`config.mk`:
```
export PLATFORM = sky130hd
export DESIGN_NAME = tlb_match_array
export DESIGN_NICKNAME = d
export VERILOG_FILES = /design/src/rtl/tlb_match_array_pkg.sv /design/src/rtl/tlb_entry_cmp.sv /design/src/rtl/tlb_match_array.sv
export SDC_FILE = /design/constraint.sdc
export NUM_CORES = 2
export LEC_CHECK = 0
export BUFFER_PORTS_ARGS = -buffer_cell sky130_fd_sc_hd__buf_2
export CAP_MARGIN = 20
export CORE_MARGIN = 2
export CORE_UTILIZATION = 57
export DETAILED_ROUTE_END_ITERATION = 8
export MAX_ROUTING_LAYER = met4
export PLACE_DENSITY = 0.76
export SLEW_MARGIN = 5
export SYNTH_ARGS = -nofsm -noshare
export SYNTH_HDL_FRONTEND = slang
export SYNTH_SLANG_ARGS = --single-unit
export TNS_END_PERCENT = 50
```
`constraint.sdc`:
```
create_clock -name clk -period 1.9 [get_ports clk]
set_clock_uncertainty 0.1 [all_clocks]
set_input_delay 0.19 -clock clk [delete_from_list [all_inputs] [get_ports clk]]
set_output_delay 0.19 -clock clk [all_outputs]
set_load 0.01 [all_outputs]
```
`src/rtl/tlb_match_array_pkg.sv`:
```
// Shared definitions for the 16-entry TLB match array: entry layout, page sizes, INVTLB ops.
package tlb_match_array_pkg;

  localparam int unsigned TLBNUM  = 16;
  localparam int unsigned TLBIDXW = 4;

  // Packed entry layout, MSB first:
  // {e, vppn, ps, g, asid, ppn0, plv0, mat0, d0, v0, ppn1, plv1, mat1, d1, v1}
  localparam int unsigned ENTRY_W   = 89;
  localparam int unsigned E_BIT     = 88;
  localparam int unsigned VPPN_LSB  = 69;
  localparam int unsigned VPPN_W    = 19;
  localparam int unsigned PS_LSB    = 63;
  localparam int unsigned PS_W      = 6;
  localparam int unsigned G_BIT     = 62;
  localparam int unsigned ASID_LSB  = 52;
  localparam int unsigned ASID_W    = 10;
  localparam int unsigned PAGE_W    = 26;
  localparam int unsigned PAGE0_LSB = 26;
  localparam int unsigned PAGE1_LSB = 0;
  // Search key is the top slice of the entry (e down to asid).
  localparam int unsigned KEY_W     = 37;

  localparam logic [PS_W-1:0] PS_4K = 6'd12;
  localparam logic [PS_W-1:0] PS_2M = 6'd21;

  localparam logic [4:0] INV_ALL0      = 5'd0;
  localparam logic [4:0] INV_ALL1      = 5'd1;
  localparam logic [4:0] INV_GLB       = 5'd2;
  localparam logic [4:0] INV_NGLB      = 5'd3;
  localparam logic [4:0] INV_ASID      = 5'd4;
  localparam logic [4:0] INV_ASID_VA   = 5'd5;
  localparam logic [4:0] INV_G_ASID_VA = 5'd6;

  typedef struct packed {
    logic              e;
    logic [VPPN_W-1:0] vppn;
    logic [PS_W-1:0]   ps;
    logic              g;
    logic [ASID_W-1:0] asid;
  } tlb_key_t;

  // Only 2MB pages compare the short VPPN; everything else is treated as 4KB.
  function automatic logic is_2m(input logic [PS_W-1:0] ps);
    return ps == PS_2M;
  endfunction

endpackage

```
`src/rtl/tlb_entry_cmp.sv`:
```
// Per-entry comparator: search hit, odd-page select and INVTLB selection for one TLB entry.
module tlb_entry_cmp
  import tlb_match_array_pkg::*;
(
  input  tlb_key_t          key,
  input  logic [VPPN_W-1:0] s_vppn,
  input  logic              s_va_bit12,
  input  logic [ASID_W-1:0] s_asid,
  input  logic [4:0]        inv_op,
  input  logic [ASID_W-1:0] inv_asid,
  input  logic [VPPN_W-1:0] inv_vppn,
  output logic              match,
  output logic              odd,
  output logic              inv_sel
);

  logic big_page;
  logic s_va_hit;
  logic i_va_hit;
  logic i_asid_hit;

  assign big_page   = is_2m(key.ps);
  assign s_va_hit   = big_page ? (key.vppn[18:9] == s_vppn[18:9]) : (key.vppn == s_vppn);
  assign i_va_hit   = big_page ? (key.vppn[18:9] == inv_vppn[18:9]) : (key.vppn == inv_vppn);
  assign i_asid_hit = (key.asid == inv_asid);

  assign match = key.e & (key.g | (key.asid == s_asid)) & s_va_hit;
  // 2MB pages split on VA[21], which is vppn bit 8.
  assign odd   = big_page ? s_vppn[8] : s_va_bit12;

  // Decode the INVTLB op into this entry's clear select.
  always_comb begin
    inv_sel = 1'b0;
    unique case (inv_op)
      INV_ALL0, INV_ALL1: inv_sel = 1'b1;
      INV_GLB:            inv_sel = key.g;
      INV_NGLB:           inv_sel = ~key.g;
      INV_ASID:           inv_sel = ~key.g & i_asid_hit;
      INV_ASID_VA:        inv_sel = ~key.g & i_asid_hit & i_va_hit;
      INV_G_ASID_VA:      inv_sel = (key.g | i_asid_hit) & i_va_hit;
      default:            inv_sel = 1'b0;
    endcase
  end

endmodule

```
`src/rtl/tlb_match_array.sv`:
```
// 16-entry TLB storage with registered search, read, write and INVTLB.
// Optional macro TLB_MULTIHIT_CHECK_EN builds the pairwise multi-hit detector;
// without it s_multihit is tied 0.
module tlb_match_array
  import tlb_match_array_pkg::*;
(
  input  logic                clk,
  input  logic                resetn,
  input  logic                s_req,
  input  logic [VPPN_W-1:0]   s_vppn,
  input  logic                s_va_bit12,
  input  logic [ASID_W-1:0]   s_asid,
  output logic                s_resp_valid,
  output logic [TLBNUM-1:0]   s_match,
  output logic [TLBNUM-1:0]   s_odd,
  output logic                s_multihit,
  input  logic                we,
  input  logic [TLBIDXW-1:0]  w_index,
  input  logic [ENTRY_W-1:0]  w_entry,
  input  logic [TLBIDXW-1:0]  r_index,
  output logic [ENTRY_W-1:0]  r_entry,
  input  logic                inv_valid,
  input  logic [4:0]          inv_op,
  input  logic [ASID_W-1:0]   inv_asid,
  input  logic [VPPN_W-1:0]   inv_vppn,
  output logic                inv_err,
  output logic [TLBIDXW-1:0]  fill_index
);

  logic [ENTRY_W-1:0] entries [TLBNUM];
  logic [TLBNUM-1:0]  match_c;
  logic [TLBNUM-1:0]  odd_c;
  logic [TLBNUM-1:0]  inv_sel;

  for (genvar gi = 0; gi < TLBNUM; gi++) begin : g_cmp
    tlb_entry_cmp u_cmp (
      .key        (tlb_key_t'(entries[gi][E_BIT -: KEY_W])),
      .s_vppn     (s_vppn),
      .s_va_bit12 (s_va_bit12),
      .s_asid     (s_asid),
      .inv_op     (inv_op),
      .inv_asid   (inv_asid),
      .inv_vppn   (inv_vppn),
      .match      (match_c[gi]),
      .odd        (odd_c[gi]),
      .inv_sel    (inv_sel[gi])
    );
  end

  // Entry storage: a write to w_index takes priority over an INVTLB clear of the same entry.
  always_ff @(posedge clk or negedge resetn) begin
    if (!resetn) begin
      for (int unsigned i = 0; i < TLBNUM; i++) entries[i] <= '0;
    end else begin
      for (int unsigned i = 0; i < TLBNUM; i++) begin
        if (we && (w_index == TLBIDXW'(i))) begin
          entries[i] <= w_entry;
        end else if (inv_valid && inv_sel[i]) begin
          entries[i][E_BIT] <= 1'b0;
        end
      end
    end
  end

  // Search result registers; match/odd hold while no search is requested.
  always_ff @(posedge clk or negedge resetn) begin
    if (!resetn) begin
      s_resp_valid <= 1'b0;
      s_match      <= '0;
      s_odd        <= '0;
    end else begin
      s_resp_valid <= s_req;
      if (s_req) begin
        s_match <= match_c;
        s_odd   <= odd_c;
      end
    end
  end

`ifdef TLB_MULTIHIT_CHECK_EN
  logic multihit_c;

  // Any pair of simultaneous hits is a multi-hit.
  always_comb begin
    multihit_c = 1'b0;
    for (int unsigned i = 0; i < TLBNUM; i++) begin
      for (int unsigned j = i + 1; j < TLBNUM; j++) begin
        multihit_c = multihit_c | (match_c[i] & match_c[j]);
      end
    end
  end

  // Multi-hit flag registered in step with s_match.
  always_ff @(posedge clk or negedge resetn) begin
    if (!resetn) begin
      s_multihit <= 1'b0;
    end else if (s_req) begin
      s_multihit <= multihit_c;
    end
  end
`else
  assign s_multihit = 1'b0;
`endif

  // Read port, INVTLB error pulse and TLBFILL pseudo-random index.
  always_ff @(posedge clk or negedge resetn) begin
    if (!resetn) begin
      r_entry    <= '0;
      inv_err    <= 1'b0;
      fill_index <= '0;
    end else begin
      r_entry    <= entries[r_index];
      inv_err    <= inv_valid && (inv_op > INV_G_ASID_VA);
      fill_index <= fill_index + 4'd1;
    end
  end

endmodule

```
[Yosys cells after proc, flatten, opt, wreduce, memory -nomap -nowiden]
Cells that the tools add are included.
Storage, ports and cells
  output and inout port bits: 128
  flip-flop bits (word level): 1551
Cells by class
  reductions and logical operators: 52
  eq/ne operators: 133
  order comparisons: 2
  muxes and demuxes: 99
  add/sub/neg operators: 1
  bitwise operators: 129
Operators with widths (number)
  10-bit equality test: 64
  19-bit equality test: 32
  89-bit binary-select mux with 4-bit select: 1
  89-bit two-way mux: 2
  6-bit by 5-bit equality test with 1-bit output, second input constant: 16
  1-bit one-hot mux with 6 select lines: 16
  1-bit AND: 80
  1-bit two-way mux: 80
  1-bit logical AND: 33
  4-bit equality test, second input constant: 8
  1-bit OR: 32
  2-bit nonzero test: 16
  4-bit by 3-bit equality test with 1-bit output, second input constant: 4
  1-bit NOT: 16
  5-bit by 3-bit equality test with 1-bit output, second input constant: 3
  5-bit by 2-bit equality test with 1-bit output, second input constant: 2
  4-bit by 2-bit equality test with 1-bit output, second input constant: 2
  5-bit by 1-bit equality test with 1-bit output, second input constant: 1
  5-bit >= comparator, second input constant: 1
  5-bit by 3-bit > comparator with 1-bit output, second input constant: 1
  5-bit logical NOT: 1
  4-bit NOT with 5-bit output: 1
  4-bit by 1-bit adder with 4-bit output, second input constant: 1
  4-bit by 1-bit equality test with 1-bit output, second input constant: 1
  other kinds (2): 2

[Depth between registers and ports, before layout]
  depth in word-level cells: 7
  mapped depth: 8
  mapped depth without buffers: 6

[Cells and area by module]
A second synthesis with hierarchy kept.
Second synthesis, totals
  cell total of the unflattened synthesis: 5536
  area total of the unflattened synthesis: 78716.7 um2
By module, submodules not included
  tlb_match_array: seq. area each 38812.2 um2, area each 66825.3 um2, cells each 4048, times used 1
  tlb_entry_cmp: seq. area each 0.0 um2, area each 743.2 um2, cells each 93, times used 16

[Worst setup path before layout]
OpenSTA, ideal clock, no wires.
  path kind: input to register
  start: input r_index[0]
  end: register r_entry[87]
  buffers on the path: 3
  slack: -184 ps
  cell stages on the path: 5
  arrival time: 1846 ps
  cells stage by stage: clkbuf_1 clkbuf_1 buf_2 mux4_2 mux4_2
On the way
  cells in the longest elaborated chain, start to end: 4
Ends and longest elaborated chain
  start: declaration: RTL line tlb_match_array.sv:20  | input logic [TLBIDXW-1:0] r_index,
  4-bit NOT with 5-bit output (implied by the code): RTL line tlb_match_array.sv:112  | r_entry <= entries[r_index];
  89-bit binary-select mux with 4-bit select: RTL line tlb_match_array.sv:112
  89-bit two-way mux (implied by the code) (2 in a row): RTL line tlb_match_array.sv:112
  end signal: assignment: RTL line tlb_match_array.sv:112
  end: declaration: RTL line tlb_match_array.sv:21  | output logic [ENTRY_W-1:0] r_entry,
Every way passes these cells. The select of a mux whose other input is x is not followed.
A chain may end at the register's enable or synchronous reset.

[Final worst setup path]
  start: register entries[699] in the netlist's numbering
  end: register entries[711] in the netlist's numbering
On the way
  cells in the longest elaborated chain, start to end: 6
Ends and longest elaborated chain
  start: declaration: RTL line tlb_match_array.sv:30  | logic [ENTRY_W-1:0] entries [TLBNUM];
  start signal: indexed assignment: RTL line tlb_match_array.sv:57  | entries[i] <= w_entry;
  19-bit equality test *: RTL line tlb_entry_cmp.sv:24  | assign i_va_hit = big_page ? (key.vppn[18:9] == inv_vppn[18:9]) : (key.vppn == inv_vppn);
  1-bit two-way mux *: RTL line tlb_entry_cmp.sv:24
  1-bit AND (on tied branches): RTL line tlb_entry_cmp.sv:40, tlb_entry_cmp.sv:39
  1-bit one-hot mux with 6 select lines *: RTL line tlb_entry_cmp.sv:34  | unique case (inv_op)
  1-bit logical AND *: RTL line tlb_match_array.sv:58  | end else if (inv_valid && inv_sel[i]) begin
  2-bit nonzero test (no source line) *
Every way passes the cells marked *; elsewhere a longest branch is shown, timed or not.

==> results_dict.tcl <==
set metrics [dict create \
    dpl.hpwl_um 190700 \
    r2r_start "entries[699]$_DFFE_PN0P_" \
    drtPass1Iterations 5 \
    startpoint "entries[699]$_DFFE_PN0P_" \
    synthArstFlopShare_pct 100.0 \
    outcome "finished with violations" \
    critPathTopFamily "simple AND/OR/NAND/NOR gates" \
    clockBufferDepth 3 \
    avgRoutedWirePerCell_um 31.33 \
    grt_first_pass_wirelength_um 391100 \
    reg2reg_depth 6 \
    antenna_found_initial 23 \
    io_buffer_count 292 \
    cts.sink_count 1551 \
    wl_um 266500 \
    area_delta_synth_final_pct 24.90 \
    ys.flop_type "dfrtp_1" \
    grt_pass1_vias 56670 \
    vias_per_cell 6.315 \
    busiest_layer "met2" \
    period_minus_slack_ns 2.199 \
    holdPathEnd "s_match[0]$_DFFE_PN0P_" \
    hold_depth 5 \
    reg2reg_to "entries[711]$_DFFE_PN0P_" \
    die_w_um 376.2 \
    avgSynthCellArea_um2 14.41 \
    yosysTopAreaCellShare_pct 49.15 \
    use_met2_pct 59.36 \
    crit_slowest_cell "or4_1" \
    powerDensity_nw_per_um2 1108 \
    synth_area_leaders "dfrtp_1, mux2_2, mux4_2" \
    grtUsageMet3_pct 7.165 \
    yosysSeqAreaShare_pct 49.15 \
    p_total_mw 109.3 \
    violations "setup timing" \
    cp.buffers_inverters 0 \
    hold_class "in2reg" \
    crit_path_cell_trace "xor2_1 -> nor4_4 -> a31oi_4 -> or4_1 -> a22oi_1 -> o32ai_1" \
    critPathLaunchType "flop" \
    rows 136 \
    max_slew_margin_pct 41.01 \
    yosysWarnings 0 \
    cts_tree "built" \
    min_from "s_vppn[11]" \
    via_count 53710 \
    final_area_um2 98640 \
    worst_pin_slew_ns 0.8820 \
    dp_cells 8059 \
    cp_max_fo 2 \
    p_leak_nw 42.20 \
    cts_buffers 167 \
    post-route-period-util_pct 115.7 \
    gp_congestion 1.046 \
    slowest_delay_ns 0.54 \
    cts-root-buf "clkbuf_16" \
    die_area_um2 141500 \
    ff2ff_setup_slack_ns -0.30 \
    grtUsageTotal_pct 39.27 \
    drc_errors 0 \
    clk_latency_ns 0.82 \
    syn-num-nets 5648 \
    start_util_pct 57.44 \
    grt_overflow 0 \
    rsz0062_at_grt "yes" \
    synthCells 5481 \
    end_kind "flop" \
    dp_slack_ns -0.6311 \
    drtAntennaViolNets 0 \
    path_class "reg2reg" \
    required_ns 2.46 \
    fin_tns_setup_ns -2.772 \
    nNetsFinal 6723 \
    layout-drive-gt1-share_pct 52.24 \
    coreArea_um2 137500 \
    synth_area_um2 78970 \
    placed_cell_area_um2 90480 \
    max_freq_ghz 0.4548 \
    synth-seq-cells 1551 \
    use_met1_pct 52.22 \
    h-tree-depth 4 \
    synth-edff-count 0 \
    fp.dieH_um 376.2 \
    drtIter0Drc 4871 \
    finalSetupViolCount 42 \
    grt_max_degree 108 \
    vdd_drop_max_mv 0.8400 \
    drv_slew 0 \
    path_clk_slew_ns 0.06 \
    crit_arrival_ns 2.76 \
    final_cell_count_no_fill 8505 \
    setup_ws_ns -0.2987 \
    ios 294 \
    synth_cell_type_count 64 \
    synth.largest_area_cell "dfrtp_1" \
    drv_cap 0 \
    hold_viol_final 0 \
]
final cells by class:
cell class              count  area (um^2)
well taps                1794         2245
diodes                     21        52.55
clock inverters            71        812.0
multi-input cells        3432        39370
clock buffers             232         4775
flip-flops and latches   1551        38840
repair buffers           1384        12480
inverters                  20        75.07
fillers                  9199        38850
per-stage QoR:
stage,utilization (%),hold slack (ns)
3_3_place_gp,65.81,0.02070
3_5_place_dp,65.81,0.01392
5_1_grt,71.73,0.05333
4_1_cts,71.18,0.01649
6_report,71.74,0.06673
2_1_floorplan,-,-0.2056
synthesized netlist by cell type (2+ instances only):
master,n
or4_1,3
nand2b_1,12
nor3b_1,13
a21o_1,8
mux2i_1,16
a21oi_1,42
nor4_1,110
mux2_1,95
nand3_1,63
buf_2,194
dfrtp_1,1551
o22ai_1,30
o21ai_0,17
xnor2_1,530
xor2_1,411
nand4_1,114
or3_1,9
o211ai_1,5
nand2_1,34
mux2_2,1315
inv_1,20
mux4_2,445
a211o_1,2
a2111oi_0,3
nand3b_1,6
nor2_1,46
buf_4,9
or2_1,2
buf_1,9
a31oi_1,14
o31ai_1,11
clkbuf_1,265
nor4bb_1,4
nor3_1,33
nand4bb_1,11
layout by cell type, fill, tap and decap left out, types with 8 or more instances in the layout:
cell type / netlist / layout
dfrtp_1: 1551 / 1531
mux2_2: 1315 / 1314
buf_4: 9 / 772
xnor2_1: 530 / 483
mux4_2: 445 / 445
xor2_1: 411 / 407
buf_2: 194 / 287
buf_12: 0 / 196
clkbuf_16: 0 / 168
nand4_1: 114 / 114
dlygate4sd3_1: 0 / 114
mux2_1: 95 / 95
nor4_1: 110 / 63
nand3_1: 63 / 55
xnor2_2: 0 / 43
a21oi_1: 42 / 39
clkinv_2: 0 / 37
nor2_1: 46 / 36
clkbuf_8: 0 / 34
nand2_1: 34 / 33
nor4_2: 1 / 33
clkbuf_1: 265 / 31
nor3_1: 33 / 28
o22ai_1: 30 / 26
diode_2: 0 / 21
inv_1: 20 / 20
dfrtp_2: 0 / 20
mux2i_1: 16 / 16
nor4_4: 0 / 15
nand2b_1: 12 / 12
buf_6: 0 / 12
nand4bb_1: 11 / 11
bufinv_16: 0 / 11
nor2_4: 0 / 10
a31oi_1: 14 / 8
a21o_1: 8 / 8
inv_6: 0 / 8
routing by layer:
layer | share of wire, % | wire length (um)
met5 | 0 | 0
met4 | 5.1 | 13460
met3 | 7.3 | 19320
met2 | 47 | 125300
met1 | 41 | 108400
worst reg2reg max path, stage by stage, from the launching register on:
cell and delay (ns):
dfrtp_1 0.39, xor2_1 0.19, nor4_4 0.35, a31oi_4 0.22
or4_1 0.55, a22oi_1 0.15, o32ai_1 0.12
registers in the layout, indices dropped and copies added (netlist names):
name and count:
entries 1424, r_entry 89, s_match 16, s_odd 16, fill_index 4, inv_err 1, s_resp_valid 1
worst max-delay path by stage:
| stage | slack [ns] | end | cells after the start |
|---|---|---|---|
| final | -0.30 | entries[711]$_DFFE_PN0P_ | 6 |
| after CTS | -0.34 | entries[711]$_DFFE_PN0P_ | 6 |
| after floorplan | -0.03 | entries[711]$_DFFE_PN0P_ | 6 |
| after global routing | -0.37 | entries[711]$_DFFE_PN0P_ | 6 |
| after global placement | -0.66 | entries[266]$_DFFE_PN0P_ | 9 |
| after detailed placement | -0.63 | entries[266]$_DFFE_PN0P_ | 9 |
repair_timing:
item / 4_1_cts / 5_1_grt
pin swaps: 68 / 82
setup buffers: 5 / 10
cloned: 0 / 0
hold buffers: 114 / 0
gates resized for setup: 122 / 108
setup endpoints to repair: 32 / 38
endpoints found under the hold margin: 3083 / 0
kinds of logic (layout without fill, tap and decap cells):
kind of cell	count (synthesis)	count (layout)	share of synthesized area, %
multiplexers	1871	1871	33.00
flip-flops	1551	1551	49.15
XOR/XNOR	942	942	10.46
buffers and inverters	498	1707	2.719
AND/OR/NAND/NOR	472	472	3.505
AO/OA/AOI/OAI	145	145	1.155
adder cells (fa/ha/maj)	1	1	0.01584
other	1	22	0.004748
where the power goes:
| part | total [mW] | leakage (nW) | internal, mW | switching (mW) |
|---|---|---|---|---|
| Sequential | 47.1 | 19.0 | 40.7 | 6.37 |
| Clock | 33.2 | 2.76 | 19.2 | 14.1 |
| Combinational | 28.9 | 20.4 | 16.5 | 12.4 |
No activity file was read; power rests on OpenSTA's default activity.
